`config.mk`:
```
export PLATFORM = sky130hd
export DESIGN_NAME = sap1_controller_sequencer_flat
export DESIGN_NICKNAME = d
export VERILOG_FILES = /design/src/rtl/sap1_controller_sequencer_if.sv /design/src/rtl/sap1_controller_sequencer.sv /design/src/flat_wrapper.sv
export SDC_FILE = /design/constraint.sdc
export NUM_CORES = 1
export LEC_CHECK = 0
export CAP_MARGIN = 20
export CORE_MARGIN = 3
export CORE_UTILIZATION = 40
export DETAILED_ROUTE_END_ITERATION = 8
export GPL_TIMING_DRIVEN = 0
export MAX_ROUTING_LAYER = met4
export PLACE_DENSITY_LB_ADDON = 0.05
export SLEW_MARGIN = 10
export SYNTH_ARGS = -nofsm -noshare
export SYNTH_HDL_FRONTEND = slang
export SYNTH_SLANG_ARGS = --single-unit
```
`constraint.sdc`:
```
create_clock -name CLK -period 4.3 [get_ports CLK]
set_input_delay 1.29 -clock CLK [delete_from_list [all_inputs] [get_ports CLK]]
set_output_delay 1.29 -clock CLK [all_outputs]
set_load 0.02 [all_outputs]
```
`src/rtl/sap1_controller_sequencer_if.sv`:
```
// Opcode/control-word bundle between the SAP-1 sequencer and its datapath.
// With SAP1_SINGLE_STEP_EN defined, the MANUAL/STEP single-step controls are added.
interface sap1_controller_sequencer_if;
    logic [3:0]  opcode;
    logic [11:0] CON;
    logic [5:0]  T;
    logic        nHLT;
`ifdef SAP1_SINGLE_STEP_EN
    logic        MANUAL;
    logic        STEP;
`endif

`ifdef SAP1_SINGLE_STEP_EN
    modport master (output opcode, output MANUAL, output STEP,
                    input CON, input T, input nHLT);
    modport slave  (input opcode, input MANUAL, input STEP,
                    output CON, output T, output nHLT);
`else
    modport master (output opcode, input CON, input T, input nHLT);
    modport slave  (input opcode, output CON, output T, output nHLT);
`endif
endinterface

```
`src/rtl/sap1_controller_sequencer.sv`:
```
// SAP-1 controller/sequencer: falling-edge 6-state ring counter, opcode decode, halt latch.
// Optional single-step control is compiled in with SAP1_SINGLE_STEP_EN.
module sap1_controller_sequencer #(
    parameter logic [3:0] OP_LDA = 4'h0,
    parameter logic [3:0] OP_ADD = 4'h1,
    parameter logic [3:0] OP_SUB = 4'h2,
    parameter logic [3:0] OP_OUT = 4'hE,
    parameter logic [3:0] OP_HLT = 4'hF
) (
    input logic                      CLK,
    input logic                      CLR,
    sap1_controller_sequencer_if.slave bus
);
    localparam logic [11:0] CON_NOP = 12'h3E3;

    typedef enum logic [5:0] {
        S_T1 = 6'b000001,
        S_T2 = 6'b000010,
        S_T3 = 6'b000100,
        S_T4 = 6'b001000,
        S_T5 = 6'b010000,
        S_T6 = 6'b100000
    } state_t;

    state_t      state_q, state_d;
    logic        halted_q;
    logic        advance;
    logic        halt_now;
    logic [11:0] con_w;

`ifdef SAP1_SINGLE_STEP_EN
    logic step_s1_q, step_s2_q, step_prev_q;
    assign advance = !bus.MANUAL || (step_s2_q && !step_prev_q);
`else
    assign advance = 1'b1;
`endif

    assign halt_now = (state_q == S_T4) && (bus.opcode == OP_HLT);

    always_comb begin
        state_d = S_T1;
        case (state_q)
            S_T1:    state_d = S_T2;
            S_T2:    state_d = S_T3;
            S_T3:    state_d = S_T4;
            S_T4:    state_d = S_T5;
            S_T5:    state_d = S_T6;
            S_T6:    state_d = S_T1;
            default: state_d = S_T1;
        endcase
    end

    // Halt is checked before the step gate so a pending HLT freezes the ring regardless of MANUAL.
    always_ff @(negedge CLK or negedge CLR) begin
        if (!CLR) begin
            state_q  <= S_T1;
            halted_q <= 1'b0;
`ifdef SAP1_SINGLE_STEP_EN
            step_s1_q   <= 1'b0;
            step_s2_q   <= 1'b0;
            step_prev_q <= 1'b0;
`endif
        end else begin
`ifdef SAP1_SINGLE_STEP_EN
            step_s1_q   <= bus.STEP;
            step_s2_q   <= step_s1_q;
            step_prev_q <= step_s2_q;
`endif
            if (!halted_q) begin
                if (halt_now)
                    halted_q <= 1'b1;
                else if (advance)
                    state_q <= state_d;
            end
        end
    end

    always_comb begin
        con_w = CON_NOP;
        if (CLR && !halted_q) begin
            case (state_q)
                S_T1: con_w = 12'h5E3;
                S_T2: con_w = 12'hBE3;
                S_T3: con_w = 12'h263;
                S_T4: begin
                    if (bus.opcode == OP_LDA || bus.opcode == OP_ADD || bus.opcode == OP_SUB)
                        con_w = 12'h1A3;
                    else if (bus.opcode == OP_OUT)
                        con_w = 12'h3F2;
                end
                S_T5: begin
                    if (bus.opcode == OP_LDA)
                        con_w = 12'h2C3;
                    else if (bus.opcode == OP_ADD || bus.opcode == OP_SUB)
                        con_w = 12'h2E1;
                end
                S_T6: begin
                    if (bus.opcode == OP_ADD)
                        con_w = 12'h3C7;
                    else if (bus.opcode == OP_SUB)
                        con_w = 12'h3CF;
                end
                default: con_w = CON_NOP;
            endcase
        end
    end

    assign bus.CON  = con_w;
    assign bus.T    = state_q;
    assign bus.nHLT = !(CLR && (halted_q || halt_now));
endmodule

```
`src/flat_wrapper.sv`:
```
// flat-port wrapper written by rule: the top's interface ports become plain ports
module sap1_controller_sequencer_flat 
#(
    parameter logic [3:0] OP_LDA = 4'h0,
    parameter logic [3:0] OP_ADD = 4'h1,
    parameter logic [3:0] OP_SUB = 4'h2,
    parameter logic [3:0] OP_OUT = 4'hE,
    parameter logic [3:0] OP_HLT = 4'hF
)
  (CLK, CLR, bus_opcode, bus_CON, bus_T, bus_nHLT);
  sap1_controller_sequencer_if bus_i ();
  input logic CLK;
  input logic CLR;
  input wire logic [$bits(bus_i.opcode)-1:0] bus_opcode;
  output wire logic [$bits(bus_i.CON)-1:0] bus_CON;
  output wire logic [$bits(bus_i.T)-1:0] bus_T;
  output wire logic [$bits(bus_i.nHLT)-1:0] bus_nHLT;
  assign bus_i.opcode = bus_opcode;
  assign bus_CON = bus_i.CON;
  assign bus_T = bus_i.T;
  assign bus_nHLT = bus_i.nHLT;
  sap1_controller_sequencer #(.OP_LDA(OP_LDA), .OP_ADD(OP_ADD), .OP_SUB(OP_SUB), .OP_OUT(OP_OUT), .OP_HLT(OP_HLT)) u_core (.CLK(CLK), .CLR(CLR), .bus(bus_i));
endmodule
```
==> results of run 1 <==
how the worst min path moves through the flow:
stage / startpoint / to / slack (ps) / cells after the start
floorplan: u_core.halted_q / u_core.bus.T[5] / 490 / 2
global placement: u_core.bus.T[0] / u_core.bus.T[0] / 510 / 2
detailed placement: u_core.bus.T[0] / u_core.bus.T[0] / 530 / 2
CTS: u_core.halted_q / u_core.bus.T[2] / 560 / 2
global route: u_core.halted_q / u_core.bus.T[5] / 650 / 2
finish: u_core.halted_q / u_core.bus.T[5] / 610 / 2
routing by layer:
layer	wire length (µm)	global-route usage	share of wire	vias to the layer above
li1	-	-	-	431
met1	1160	0.318	0.37	495
met2	1640	0.518	0.52	55
met3	220	0.103	0.070	21
met4	146	0.0939	0.046	0
met5	0	-	0	-
repair_timing:
item | CTS | global route
endpoints found under the setup margin | 26 | 21
buffers inserted | 21 | 6
resized for setup | 144 | 16
hold buffers | 0 | 0
cloned | 0 | 0
pin swaps | 10 | 7
per-stage QoR:
stage | setup slack, ps | setup TNS, ps | hold WS, ps | instances
after floorplan | -627 | -6600 | 488 | 87
after global routing | -1070 | -13080 | 651 | 158
final | -1020 | -12010 | 611 | 158
after global placement | -1100 | -18610 | 512 | 127
after CTS | -967 | -10920 | 560 | 152
after detailed placement | -1130 | -19170 | 528 | 127
power groups by stage:
stage                     combinational (µW)  sequential [µW]  clock, µW
final                                    830              122       64.1
after CTS                                698              118       63.9
after global routing                     868              124       70.2
after floorplan                          306              136       2.91
after global placement                   485              117       2.91
after detailed placement                 492              119       2.91
worst max-delay path, delay by kind of cell (launching register included):
kind / cells / cell delay [ps]
AOI/OAI and AO/OA: 1 / 140
buffers and inverters: 4 / 550
DFF: 1 / 360
and+or+nand+nor: 3 / 550
final cells by class:
type                            instances  share of cell area
Tap cell                               16              0.0145
Multi-Input combinational cell         72               0.454
Inverter                                1             0.00271
Timing Repair Buffer                   51               0.328
Clock inverter                          1             0.00271
Clock buffer                            4              0.0190
Sequential cell                         7               0.127
Buffer                                  6              0.0515
state kept, by name, summed over array words and instances, names as in the netlist:
register,count
u_core.halted_q,1
u_core.bus.T,6
cell usage after synthesis (2+ instances only):
| cell | instances | area share |
|---|---|---|
| sky130_fd_sc_hd__xor2_1 | 4 | 0.052 |
| sky130_fd_sc_hd__buf_2 | 2 | 0.015 |
| sky130_fd_sc_hd__nand2_1 | 13 | 0.072 |
| sky130_fd_sc_hd__nor4_1 | 3 | 0.028 |
| sky130_fd_sc_hd__a211oi_1 | 2 | 0.022 |
| sky130_fd_sc_hd__nand2b_1 | 3 | 0.028 |
| sky130_fd_sc_hd__dfrtn_1 | 6 | 0.22 |
| sky130_fd_sc_hd__nor3_1 | 2 | 0.015 |
| sky130_fd_sc_hd__nand4_1 | 3 | 0.028 |
| sky130_fd_sc_hd__nor2b_1 | 3 | 0.028 |
| sky130_fd_sc_hd__inv_1 | 2 | 0.011 |
| sky130_fd_sc_hd__and3_1 | 2 | 0.019 |
| sky130_fd_sc_hd__o21ai_1 | 2 | 0.015 |
| sky130_fd_sc_hd__o21ai_0 | 7 | 0.052 |
| sky130_fd_sc_hd__buf_4 | 3 | 0.033 |
| sky130_fd_sc_hd__nor2_1 | 6 | 0.033 |
| sky130_fd_sc_hd__o211ai_1 | 2 | 0.022 |
| sky130_fd_sc_hd__nand3_1 | 7 | 0.052 |
| sky130_fd_sc_hd__nor4b_2 | 2 | 0.044 |
cell families (layout without fill, tap and decap cells):
| group | count (synthesis) | in the layout |
|---|---|---|
| simple gates | 50 | 50 |
| buf+inv | 8 | 63 |
| compound gates | 17 | 17 |
| flops | 7 | 7 |
| xor+xnor | 5 | 5 |
layout by cell type (no fill, tap or decap), types with 4 or more instances in the layout:
cell / instances
sky130_fd_sc_hd__o21ai_0: 6
sky130_fd_sc_hd__buf_2: 4
sky130_fd_sc_hd__dfrtn_1: 6
sky130_fd_sc_hd__buf_6: 26
sky130_fd_sc_hd__nand2_1: 9
sky130_fd_sc_hd__buf_4: 25
sky130_fd_sc_hd__xor2_1: 4
==> flow_summary.toml, run 1 <==
[sta]
rsz0062_at_grt = "yes"
postLayoutSetupSlackWorst_ps = -1020
tightest_slew_ps = 461
timing.clock.skew_ps = 45.1
setup-violations-final = 17
hold_viol_final = 0
report.final.slew_viol_count = 0
slew-limit-headroom = 0.692

[detailed_routing]
drcViolationCount = 0
drtAntennaViolNets = 0
via_count = 1002
initialDrtViolationCount = 23
wl_um = 3160
detail_route.vias_per_cell = 6.34
per_cell_routed_wire_length_um = 20.0
detailedRoute.firstPassIterationCount = 4

[logic_synthesis]
synth-xor-area-share = 0.0648
synth_top_family_by_area = "simple AND/OR/NAND/NOR gates"
mapped_cell_area_um2 = 676
synth_cells = 87
synthesis.nets = 93
yosys.area_share.adder = 0
synth.mux.area_fraction = 0
postSynthRegisterBits = 7
synth_compound_gate_area_share = 0.165
synth_seq_area_share = 0.261
avgSynthCellArea_um2 = 7.77
yosys.area_share.simple = 0.433
asyncSetResetFlopFracSynth = 1.00
dominantRegCellSynth = "sky130_fd_sc_hd__dfrtn_1"
count_of_yosys_warnings_during_synthesis = 0
ys_types = 32
post_synth_edffs = 0

[critical_path]
slowest_stage_cell_crit_path = "sky130_fd_sc_hd__dfrtn_1"
first_element_of_the_critical_path = "u_core.bus.T[4]"
reg2reg_to = "u_core.bus.T[1]"
r2r_cells = 9
crit_path_cell_trace = "buf_6 > buf_6 > nor3_4 > buf_6 > and3_1 > o21ai_0 > nand4_1 > buf_6"
cp_data_arrival_time_ps = 4030
critPathCapture = "bus_CON[0]"
crit_path_max_fanout = 7
critPathCaptureType = "output port"
path_class = "flip-flop to output port"
worst-r2r-setup-slack_ps = 2600
startpoint_type = "flip-flop"
cpPeakStageDelay_ps = 360
worstPathRequired_ps = 3010
worst_path_most_repeated_cell = "sky130_fd_sc_hd__buf_6"
crit-reg2reg-launch = "u_core.bus.T[4]"

[floorplan]
design.die.area_um2 = 2220
pin_count = 25
floorplan.die.height_um = 47.1
die_extent_in_x_um = 47.1
start_util = 0.438
fp-row-count = 14
core_um2 = 1540

[global_route]
first_global_vias = 930
total_global_routing_track_utilization = 0.300
grt_start_max_net_pins = 11
grt.overflow.total = 0
number_of_antenna_violations_at_the_first_check_in_global_routing = 0
global_route_wire_length_before_repair_um = 4420

[pwr]
comb_power_share = 0.817
share_seq_of_total_power = 0.120
worst_vdd_drop_uv = 507
pwr_density_cell_nw_per_um2 = 733
post_layout_power_uw = 1020
p_sw_uw = 482
swShare = 0.475
internal-power_uw = 533
power.share.clock = 0.063
p_leak_uw = 0.000630

[finish]
multiInputGateArea_um2 = 629
drive_gt1_frac = 0.613
diodes = 0
final_area_um2 = 1390
final_nets = 149
post_route_core_utilization = 0.899
fillCellCount = 75
seq_area_um2 = 176
syn2layout_area_growth_pct = 105

[placed_design]
post_dp_hpwl_um = 1480
place.port_buffers = 24
finalWeightedCongestion = 0.837
placed_cell_area_um2 = 1020

[status]
status = "finished with violations"
violations = "setup timing"

[clock_tree]
tritoncts_num_sinks = 7
clkTransAtPathRegs_ps = 40
clock_tree.htree_level_count = 1
tritoncts = "yes"
worstSkewPairLatency_ps = 310
tritoncts.num_buffers = 3
cts_buffer_depth = 2
cts-root-buf = "sky130_fd_sc_hd__clkbuf_4"

[job]
drv_cap = 0

[hold_path]
min_path_type = "flip-flop to flip-flop"
Note: power is estimated with default switching activity, not from simulation.
==> run 2, diff against run 1 <==
==> constraint.sdc (replaced) <==
create_clock -name CLK -period 5.33 [get_ports CLK]
set_input_delay 1.599 -clock CLK [delete_from_list [all_inputs] [get_ports CLK]]
set_output_delay 1.599 -clock CLK [all_outputs]
set_load 0.02 [all_outputs]
==> flow_summary.toml, run 2 (synthesized netlist as in run 1, its figures left out) <==
[critical_path]
cpPeakStageDelay_ps = 360
path_class = "flip-flop to output port"
crit_path_cell_trace = "buf_6 > buf_6 > o21ai_0 > o211ai_1 > and3_4 > o211ai_1 > buf_4"
slowest_stage_cell_crit_path = "sky130_fd_sc_hd__dfrtn_1"
crit_path_max_fanout = 5
reg2reg_to = "u_core.bus.T[1]"
r2r_cells = 6
critPathCaptureType = "output port"
crit-reg2reg-launch = "u_core.bus.T[0]"
cp_data_arrival_time_ps = 4670
startpoint_type = "flip-flop"
worst-r2r-setup-slack_ps = 3660
worstPathRequired_ps = 3730

[detailed_routing]
top_signal_layer_used = "met4"
per_cell_routed_wire_length_um = 23.4
drtAntennaViolNets = 0
m1WireLength_um = 1190
initialDrtViolationCount = 74
wl_um = 3690
detailedRoute.firstPassIterationCount = 5
detail_route.vias_per_cell = 6.84
routed-wl-met3_um = 398
drcViolationCount = 0
via_count = 1081
met2RoutedLength_um = 1800

[finish]
layout.cells.non_filler = 158
fillCellCount = 61
multiInputGateArea_um2 = 657
syn2layout_area_growth_pct = 110
mostFrequentLayoutCells = "25 x sky130_fd_sc_hd__buf_6, 23 x sky130_fd_sc_hd__buf_4, 7 x sky130_fd_sc_hd__nand2_1"
drive_gt1_frac = 0.606
largest_register_ffs = 6
final_common_cell = "sky130_fd_sc_hd__buf_6"
diodes = 0
post_route_core_utilization = 0.920
final_nets = 149
seq_area_um2 = 176

[sta]
setup-violations-final = 19
timing.hold.ws_ps = 598
timing.clock.skew_ps = 44.7
hold_viol_final = 0
report.final.slew_viol_count = 0
postLayoutSetupSlackWorst_ps = -942
final.setup.tns_ps = -9850
rsz0062_at_grt = "yes"
tightest_slew_ps = 472
slew-limit-headroom = 0.683

[placed_design]
place.detailed.instances = 127
finalWeightedCongestion = 0.837
post_dp_hpwl_um = 1480
place.port_buffers = 24
dp_worst_setup_slack_ps = -924

[pwr]
worst_vdd_drop_uv = 442
pwr_density_cell_nw_per_um2 = 612
p_leak_uw = 0.000644

[hold_path]
hold_path_depth = 2
hp-start = "u_core.halted_q"
hold_path_end = "u_core.bus.T[5]"
min_path_type = "flip-flop to flip-flop"

[global_route]
grt_start_max_net_pins = 11
first_global_vias = 883
total_global_routing_track_utilization = 0.271
global_route_wire_length_before_repair_um = 4020
grt.overflow.total = 0
number_of_antenna_violations_at_the_first_check_in_global_routing = 0

[floorplan]
die_extent_in_x_um = 47.1
design.die.area_um2 = 2220
fp-row-count = 14
pin_count = 25
core_um2 = 1540
start_util = 0.438
floorplan.die.height_um = 47.1

[clock_tree]
cts-root-buf = "sky130_fd_sc_hd__clkbuf_4"
worstSkewPairLatency_ps = 320
tritoncts = "yes"
tritoncts_num_sinks = 7
cts_buffer_depth = 2
tritoncts.num_buffers = 3
clock_tree.htree_level_count = 1
clkTransAtPathRegs_ps = 40
cts.hold.buffers_added = 0

[job]
drv_cap = 0

[status]
status = "finished with violations"
violations = "setup timing"
## run 2: critical path, delay by kind of cell (launching register included)
kind                   cells  cell delay (ps)
AO/OA/AOI/OAI              3              690
buffers and inverters      3              430
flip-flops                 1              360
AND/OR/NAND/NOR            1              240
## run 2: layout make-up
class / count / share of cell area
buffer: 6 / 0.0476
sequential: 7 / 0.124
timing repair buffer: 51 / 0.327
clock buffer: 4 / 0.0185
tap: 16 / 0.0141
clock inverter: 1 / 0.00265
inverter: 1 / 0.00265
multi-input combinational: 72 / 0.463
## run 2: where the power goes
part	switching, µW	internal [µW]
logic	381	335
registers	23.6	74.4
clock network	24.6	29.8
total	429	440
## run 2: metrics by stage
stage | area (µm²) | power, µW
floorplan | 761 | 359
global placement | 1020 | 488
detailed placement | 1020 | 496
CTS | 1280 | 704
global route | 1420 | 895
finish | 1420 | 868
## run 2: what timing repair did
item / 4_1_cts / 5_1_grt
hold endpoints to repair: 0 / 0
buffers inserted: 21 / 6
setup endpoints to repair: 26 / 19
pin swaps: 9 / 10
resized for setup: 113 / 32
## run 2: layer usage
layer / vias to the layer above / track usage
li1: 434 / -
met1: 500 / 0.297
met2: 106 / 0.463
met3: 41 / 0.0728
met4: 0 / 0.105
met5: - / -
## run 2: how the worst max path moves through the flow
stage / depth (start not counted) / from / endpoint / slack [ps]
finish: 7 / u_core.bus.T[1] / bus_CON[8] / -940
floorplan: 5 / u_core.bus.T[5] / bus_CON[0] / -420
CTS: 7 / u_core.bus.T[5] / bus_CON[5] / -760
global route: 7 / u_core.bus.T[1] / bus_CON[8] / -990
detailed placement: 6 / u_core.bus.T[1] / bus_CON[8] / -920
global placement: 6 / u_core.bus.T[3] / bus_CON[8] / -890
